## src/rtl/vpu_pkg.sv

```systemverilog
// Shared types for the VPU element sequencer: ALU control, element width, rounding, FSM states.
// No logic besides the sew_bits helper.
// Imported by every file of the sequencer slice.
package vpu_pkg;

    typedef enum logic [2:0] {
        VADD  = 3'd0,
        VSUB  = 3'd1,
        VAND  = 3'd2,
        VOR   = 3'd3,
        VXOR  = 3'd4,
        VMSEQ = 3'd5,
        VMSNE = 3'd6
    } valu_opcode_e;

    // MASK_WRITE: the ALU gates its write enable with v0[i]
    typedef enum logic [1:0] {
        MASK_NONE  = 2'd0,
        MASK_WRITE = 2'd1,
        MASK_CARRY = 2'd2
    } op_mask_e;

    typedef struct packed {
        valu_opcode_e op;
        op_mask_e     op_mask;
        logic         signext;
    } VALU_OP_t;

    typedef enum logic [1:0] {
        SEW8  = 2'd0,
        SEW16 = 2'd1,
        SEW32 = 2'd2,
        SEW64 = 2'd3
    } VSEW_e;

    typedef enum logic [1:0] {
        RNU = 2'd0,
        RNE = 2'd1,
        RDN = 2'd2,
        ROD = 2'd3
    } VXRM_e;

    typedef enum logic [1:0] {
        IDLE = 2'd0,
        RUN  = 2'd1,
        DONE = 2'd2
    } seq_state_e;

    // Element width in bits: 8, 16, 32 or 64
    function automatic logic [6:0] sew_bits(input VSEW_e sew);
        return 7'd8 << sew;
    endfunction

endpackage

```

## src/rtl/vpu_elem_extract.sv

```systemverilog
// Picks element idx of width SEW out of a vector register and zero-extends it to ELEN.
// Purely combinational, zero latency.
// No handshake; the caller decides when the element is consumed.
module vpu_elem_extract
    import vpu_pkg::*;
#(
    parameter int VLEN = 128,
    parameter int ELEN = 64,
    parameter int IDXW = 5
) (
    input  logic [VLEN-1:0] data_i,
    input  logic [IDXW-1:0] idx_i,
    input  VSEW_e           vsew_i,
    output logic [ELEN-1:0] elem_o
);

    localparam int SHW = IDXW + 7;

    logic [SHW-1:0]  shamt;
    logic [VLEN-1:0] shifted;

    // Element i lives at bits [i*SEW +: SEW]; no sign extension here
    always_comb begin
        shamt   = SHW'(idx_i) * SHW'(sew_bits(vsew_i));
        shifted = data_i >> shamt;
        case (vsew_i)
            SEW8:    elem_o = ELEN'(shifted[7:0]);
            SEW16:   elem_o = ELEN'(shifted[15:0]);
            SEW32:   elem_o = ELEN'(shifted[31:0]);
            default: elem_o = ELEN'(shifted[63:0]);
        endcase
    end

endmodule

```

## src/rtl/vpu_alu_seq.sv

```systemverilog
// Steps one vector ALU instruction element by element (vstart..vl-1) and packs results into vd.
// Latency: (vl-vstart)+1 cycles from issue accept to wb_valid_o; 1 cycle when no elements.
// Accepts issue only in IDLE; holds vd on wb_data_o until wb_ready_i; flush drops the instruction.
module vpu_alu_seq
    import vpu_pkg::*;
#(
    parameter int VLEN = 128,
    parameter int ELEN = 64
) (
    input  logic                        clk,
    input  logic                        rstn,
    input  logic                        flush_i,
    input  logic                        issue_valid_i,
    output logic                        issue_ready_o,
    input  VALU_OP_t                    valu_ctrl_i,
    input  VSEW_e                       vsew_i,
    input  VXRM_e                       vxrm_i,
    input  logic [$clog2(VLEN/8):0]     vl_i,
    input  logic [$clog2(VLEN/8)-1:0]   vstart_i,
    input  logic                        op1_sel_i,
    input  logic                        mask_dst_i,
    input  logic [VLEN-1:0]             vs1_i,
    input  logic [VLEN-1:0]             vs2_i,
    input  logic [VLEN-1:0]             v0_i,
    input  logic [VLEN-1:0]             vd_old_i,
    input  logic [ELEN-1:0]             scalar_i,
    output logic                        alu_valid_o,
    output VALU_OP_t                    alu_ctrl_o,
    output VSEW_e                       alu_vsew_o,
    output VXRM_e                       alu_vxrm_o,
    output logic [ELEN-1:0]             alu_op1_o,
    output logic [ELEN-1:0]             alu_op2_o,
    output logic                        alu_mask_o,
    input  logic                        alu_rvalid_i,
    input  logic                        alu_ren_i,
    input  logic [ELEN-1:0]             alu_result_i,
    output logic                        wb_valid_o,
    input  logic                        wb_ready_i,
    output logic [VLEN-1:0]             wb_data_o
);

    localparam int VLW  = $clog2(VLEN/8) + 1;
    localparam int BITW = $clog2(VLEN);
    localparam int SHW  = VLW + 7;

    seq_state_e      state_q, state_d;
    logic [VLW-1:0]  idx_q, idx_d;
    logic [VLW-1:0]  vl_q;
    logic [VLEN-1:0] vd_q, vd_d;
    VALU_OP_t        ctrl_q;
    VSEW_e           vsew_q;
    VXRM_e           vxrm_q;
    logic            op1_sel_q, mask_dst_q;
    logic [VLEN-1:0] vs1_q, vs2_q, v0_q;
    logic [ELEN-1:0] scalar_q;

    logic            accept;
    logic [VLW-1:0]  vlmax, vl_eff;
    logic [ELEN-1:0] sew_mask;
    logic [SHW-1:0]  shamt;
    logic [VLEN-1:0] slice_mask, merged;
    logic [ELEN-1:0] elem1, elem2;
    logic            run, done;

    // Clamp the requested length to what fits in one register at the issued SEW
    always_comb begin
        case (vsew_i)
            SEW8:    vlmax = VLW'(VLEN/8);
            SEW16:   vlmax = VLW'(VLEN/16);
            SEW32:   vlmax = VLW'(VLEN/32);
            default: vlmax = VLW'(VLEN/64);
        endcase
        vl_eff = (!mask_dst_i && (vl_i > vlmax)) ? vlmax : vl_i;
    end

    // Result merge: one SEW slice, or one bit for mask destinations
    always_comb begin
        case (vsew_q)
            SEW8:    sew_mask = ELEN'(8'hFF);
            SEW16:   sew_mask = ELEN'(16'hFFFF);
            SEW32:   sew_mask = ELEN'(32'hFFFF_FFFF);
            default: sew_mask = '1;
        endcase
        shamt      = SHW'(idx_q) * SHW'(sew_bits(vsew_q));
        slice_mask = VLEN'(sew_mask) << shamt;
        merged     = vd_q;
        if (mask_dst_q) begin
            merged[BITW'(idx_q)] = alu_result_i[0];
        end else begin
            merged = (vd_q & ~slice_mask) | (VLEN'(alu_result_i & sew_mask) << shamt);
        end
    end

    // Next-state, element index and vd buffer; flush overrides everything
    always_comb begin
        state_d = state_q;
        idx_d   = idx_q;
        vd_d    = vd_q;
        accept  = 1'b0;
        case (state_q)
            IDLE: begin
                if (issue_valid_i) begin
                    accept  = 1'b1;
                    idx_d   = VLW'(vstart_i);
                    vd_d    = vd_old_i;
                    state_d = ((vl_eff == '0) || (VLW'(vstart_i) >= vl_eff)) ? DONE : RUN;
                end
            end
            RUN: begin
                if (alu_rvalid_i && alu_ren_i) begin
                    vd_d = merged;
                end
                idx_d = idx_q + VLW'(1);
                if (idx_q == vl_q - VLW'(1)) begin
                    state_d = DONE;
                end
            end
            DONE: begin
                if (wb_ready_i) begin
                    state_d = IDLE;
                end
            end
            default: state_d = IDLE;
        endcase
        if (flush_i) begin
            state_d = IDLE;
            idx_d   = '0;
            accept  = 1'b0;
        end
    end

    // State, buffer and latched issue fields
    always_ff @(posedge clk) begin
        if (!rstn) begin
            state_q    <= IDLE;
            idx_q      <= '0;
            vl_q       <= '0;
            vd_q       <= '0;
            ctrl_q     <= '0;
            vsew_q     <= SEW8;
            vxrm_q     <= RNU;
            op1_sel_q  <= 1'b0;
            mask_dst_q <= 1'b0;
            vs1_q      <= '0;
            vs2_q      <= '0;
            v0_q       <= '0;
            scalar_q   <= '0;
        end else begin
            state_q <= state_d;
            idx_q   <= idx_d;
            vd_q    <= vd_d;
            if (accept) begin
                vl_q       <= vl_eff;
                ctrl_q     <= valu_ctrl_i;
                vsew_q     <= vsew_i;
                vxrm_q     <= vxrm_i;
                op1_sel_q  <= op1_sel_i;
                mask_dst_q <= mask_dst_i;
                vs1_q      <= vs1_i;
                vs2_q      <= vs2_i;
                v0_q       <= v0_i;
                scalar_q   <= scalar_i;
            end
        end
    end

    vpu_elem_extract #(.VLEN(VLEN), .ELEN(ELEN), .IDXW(VLW)) u_ext_vs1 (
        .data_i (vs1_q),
        .idx_i  (idx_q),
        .vsew_i (vsew_q),
        .elem_o (elem1)
    );

    vpu_elem_extract #(.VLEN(VLEN), .ELEN(ELEN), .IDXW(VLW)) u_ext_vs2 (
        .data_i (vs2_q),
        .idx_i  (idx_q),
        .vsew_i (vsew_q),
        .elem_o (elem2)
    );

    assign run           = (state_q == RUN);
    assign done          = (state_q == DONE);
    assign issue_ready_o = (state_q == IDLE);
    assign alu_valid_o   = run;
    assign alu_ctrl_o    = ctrl_q;
    assign alu_vsew_o    = vsew_q;
    assign alu_vxrm_o    = vxrm_q;
    assign alu_op1_o     = run ? (op1_sel_q ? scalar_q : elem1) : '0;
    assign alu_op2_o     = run ? elem2 : '0;
    assign alu_mask_o    = run & v0_q[BITW'(idx_q)];
    assign wb_valid_o    = done;
    assign wb_data_o     = done ? vd_q : '0;

endmodule

```

## config.mk

```make
export PLATFORM = sky130hd
export DESIGN_NAME = vpu_alu_seq
export DESIGN_NICKNAME = d
export VERILOG_FILES = /design/src/rtl/vpu_pkg.sv /design/src/rtl/vpu_elem_extract.sv /design/src/rtl/vpu_alu_seq.sv
export SDC_FILE = /design/constraint.sdc
export NUM_CORES = 2
export LEC_CHECK = 0
export CAP_MARGIN = 20
export CORE_AREA = 2 2 363 365
export CTS_CLUSTER_SIZE = 28
export DETAILED_ROUTE_END_ITERATION = 10
export DIE_AREA = 0 0 365 367
export PLACE_DENSITY = 0.48
export SYNTH_ARGS = -nofsm -noshare
export SYNTH_HDL_FRONTEND = slang
export SYNTH_SLANG_ARGS = --single-unit
export TNS_END_PERCENT = 30
```

## constraint.sdc

```tcl
create_clock -name clk -period 14.4 [get_ports clk]
set_input_delay 2.88 -clock clk [delete_from_list [all_inputs] [get_ports clk]]
set_output_delay 2.88 -clock clk [all_outputs]
set_load 0.01 [all_outputs]
```

==> results by group <==
Placed design
  – # placed instances: ~6700
  – IO buf count: 841
  – DP Wirelength: 151 mm
  – Pre-CTS setup slack: between 3000 and 4000 ps
  – Gpl congestion: just under 1

Pwr
  – LEAKAGE: around 16 nW
  – Switch Pwr: 1.40 mW
  – Logic pwr share: 0.229
  – PwrDens: approximately 95 nW/um^2
  – Clock network power share: 0.405
  – Flop pwr share: 0.366
  – VDD IR max: between 0.07 and 0.08 mV
  – Power, Total: 4.31 mW
  – Sw Share: 0.324
  – Int Power: approximately 2.9 mW

Critical path
  – Critical path arrival: between 8000 and 9000 ps
  – R2R setup slack: around 7500 ps
  – CP Class: flop to primary output
  – Required @ worst endpoint: between 10000 and 15000 ps
  – Crit-path max FO: 32
  – Worst path bufs/invs: 4
  – Critical R2R Capture: vd_q[69]
  – Startpoint types: flop
  – Worst Reg2Reg Path Length in Cells: 14
  – Instance count on the critical path: 15
  – Critical Path End: alu_op1_o[35]
  – Critical Path Start: alu_vsew_o[1]
  – Crit-path slowest cell: o21ai_0
  – Crit end category: primary output
  – Max stage delay on crit path: 950 ps
  – Crit-path leading delay family: simple AND/OR/NAND/NOR gates
  – Worst R2R Start: alu_vsew_o[0]
  – Critical-path cell list: buf_4 -> and2_1 -> nand2_1 -> fa_1 -> inv_1 -> ha_1 -> ha_1 -> xor2_1 -> buf_4 -> nor2_1 -> nand2_1 -> nor2_1 -> nand3_1 -> o21ai_0 -> clkdlybuf4s50_1

Finish
  – Most frequent cells in the layout: nand2_1, clkdlybuf4s50_1, a21oi_1
  – Most common cell after layout, fill and taps aside: nand2_1
  – Post-route insts no fill: about 7000
  – Layout overhead on the synthesized area: 36.9%
  – Layout cells sized above 1: 0.0578
  – Final net count: 5714

STA
  – Setup TNS: 0 ps
  – Period utilisation layout: 0.795
  – Final setup violating endpoints: 0
  – Max Freq: 87.3 MHz
  – Min Tclk post-route: between 10000 and 15000 ps
  – Max-slew violations: 0
  – Worst Skew: just under 40 ps
  – Max_slew headroom: 0.255
  – Final Worst Setup Slack: between 2000 and 3000 ps
  – Unrepaired setup endpoints after global routing: false
  – Hold violation count in the final report: 0
  – Worst-Margin Slew: 1120 ps

Global route
  – Grt met3 use: 0.0575
  – Initial antenna violation count: 48
  – GR Overflow Total: 0
  – Met2 Resource Use GR: 0.442
  – Met1 usage: 0.367
  – Largest net degree at the start of global routing: 190
  – Vias in the first global route: between 30000 and 40000
  – All-Layer GR Usage: 0.284
  – First-pass GRT wire length: around 270 mm
  – GR peak layer: met2

Synth
  – Yosys cell types: 85
  – Sequential area share after synthesis: 0.306
  – Mapped Area: around 33000 sq um
  – Gate count after technology mapping: around 4400
  – Asr flop ratio synth: 0
  – Number of synthesized flops with an enable pin: 0
  – Synth Warn #: 0
  – Seq cells post-synth: ~500
  – Post-Syn Nets: roughly 5100
  – Avg Inst Size Synth: about 7.5 sq um
  – Main synth FF type: dfxtp_1

Die
  – I/O pin count: about 940
  – Die Y-Extent: 367 microns
  – Starting Density: 0.253
  – Num rows: around 130
  – DIE AREA: between 100000 and 150000 sq um
  – Std-Cell Core Area: ~130000 sq um
  – Die X: around 370 microns

Clock network
  – Clock sinks: roughly 500
  – Clock Latency Late Sink: between 600 and 700 ps
  – H-tree Lvls: 3
  – # resized after CTS: 0
  – Clock-pin slew on the worst setup and hold paths: 60 ps
  – Clk buf depth: 3
  – Post-CTS setup buffers: 0
  – Post-CTS Hold Buffers: 0
  – CTS Buf Count: between 60 and 70
  – TritonCTS clock tree: yes
  – Clk root buf: clkbuf_16

Worst hold path
  – Worst hold path type: flop to flop
  – Worst hold stages: 1

Route
  – Routed vias/inst: 5.54
  – Total Routed Length: 199 mm
  – # DRC: 0
  – Via count: ~38000
  – First-pass DRT Iterations: 8
  – Routed WL per cell: roughly 29 microns
  – Initial DRC count: 3940
  – Post-DRT Antenna Nets: 0

Flow run
  – Max cap viols: 0

Outcome
  – Status: complete, no violations
[state kept, by name, summed over array words and instances (netlist names)]
register and count:
vs1_q 128, op1_sel_q 1, alu_ctrl_o 6, vl_q 5, alu_vsew_o 2, alu_vxrm_o 2
scalar_q 64, vd_q 128, vs2_q 128, idx_q 5, mask_dst_q 1, v0_q 32
state_q 2
[Yosys cell counts (all sizes together) (11+ instances only)]
master	number	area [sq um]
a211o	11	96.3
a211oi	30	225
a21o	20	150
a21oi	523	2620
a221o	13	130
a221oi	39	342
a22o	45	394
a22oi	49	368
a2bb2oi	12	123
a31oi	31	194
a32o	47	470
a32oi	12	105
and2	155	970
and3	24	150
buf	80	384
clkbuf	313	1170
dfxtp	504	10100
ha	30	375
inv	39	146
mux2	30	338
mux2i	403	4030
mux4	22	495
nand2	1077	4040
nand2b	18	113
nand3	81	405
nand4	29	181
nor2	147	552
nor2b	18	113
nor3	35	208
nor4	17	119
o211ai	45	343
o21ai	248	1240
o221ai	25	225
o22ai	40	250
o2bb2ai	15	131
o311ai	22	200
o31ai	16	125
or3	14	87.6
[per-layer routing]
layer,share of wire,up-vias
met5,0.00056,-
met4,0.055,18
li1,-,17100
met3,0.080,400
met1,0.42,18400
met2,0.45,1934
[power by group through the flow]
stage,logic (mW),clock network [mW],registers (mW)
after global placement,0.966,0,1.60
final,0.987,1.74,1.58
after CTS,0.976,1.78,1.57
after global routing,1.05,1.83,1.58
after floorplan,0.528,0,1.56
after detailed placement,0.973,0,1.60
[worst register-to-register path, cell delays in order (launching register included)]
cell and delay (ps):
dfxtp_1 320, nor2_2 560, buf_4 310, and2_1 150, ha_1 240, ha_1 290
inv_1 50, fa_1 480, inv_1 60, fa_4 820, buf_4 620, buf_4 750
nand2_1 780, o311ai_2 1070, o32ai_1 220
[layout make-up]
cell class	instances	area, sq um
repair buffers	924	9060
inverters	39	161
clock inverters	19	244
diodes	26	65.1
fillers	14100	85300
multi-input cells	3475	21300
well taps	1755	2200
clock buffers	95	1960
flip-flops and latches	504	10100
[worst min path at each step]
stage                     slack, ps        to  startpoint
after floorplan                 420  vd_q[72]    vd_q[72]
after global placement          430  vd_q[78]    vd_q[78]
after detailed placement        440  vd_q[74]    vd_q[74]
after CTS                       450  vd_q[74]    vd_q[74]
after global routing            470  v0_q[20]    v0_q[20]
final                           450  vd_q[74]    vd_q[74]
[logic make-up (layout without fill, tap and decap cells)]
kind of cell / count (synthesis) / after routing / share of synthesized area
and+or+nand+nor: 1635 / 1635 / 0.215
AOI/OAI and AO/OA: 1342 / 1342 / 0.262
DFF: 504 / 504 / 0.306
muxes: 455 / 455 / 0.148
buffers and inverters: 432 / 1077 / 0.0517
adders and majority gates: 36 / 36 / 0.0150
xor gates and xnor gates: 7 / 7 / 0.00186
other: 0 / 26 / 0
[stage by stage]
step                cell area, sq um  hold WS [ps]   util
detailed placement             42800           437  0.328
global route                   45100           469  0.346
finish                         45100           450  0.346
CTS                            45000           449  0.345
global placement               42800           426  0.328
floorplan                      33000           418      -
No activity file was read; power rests on OpenSTA's default activity.
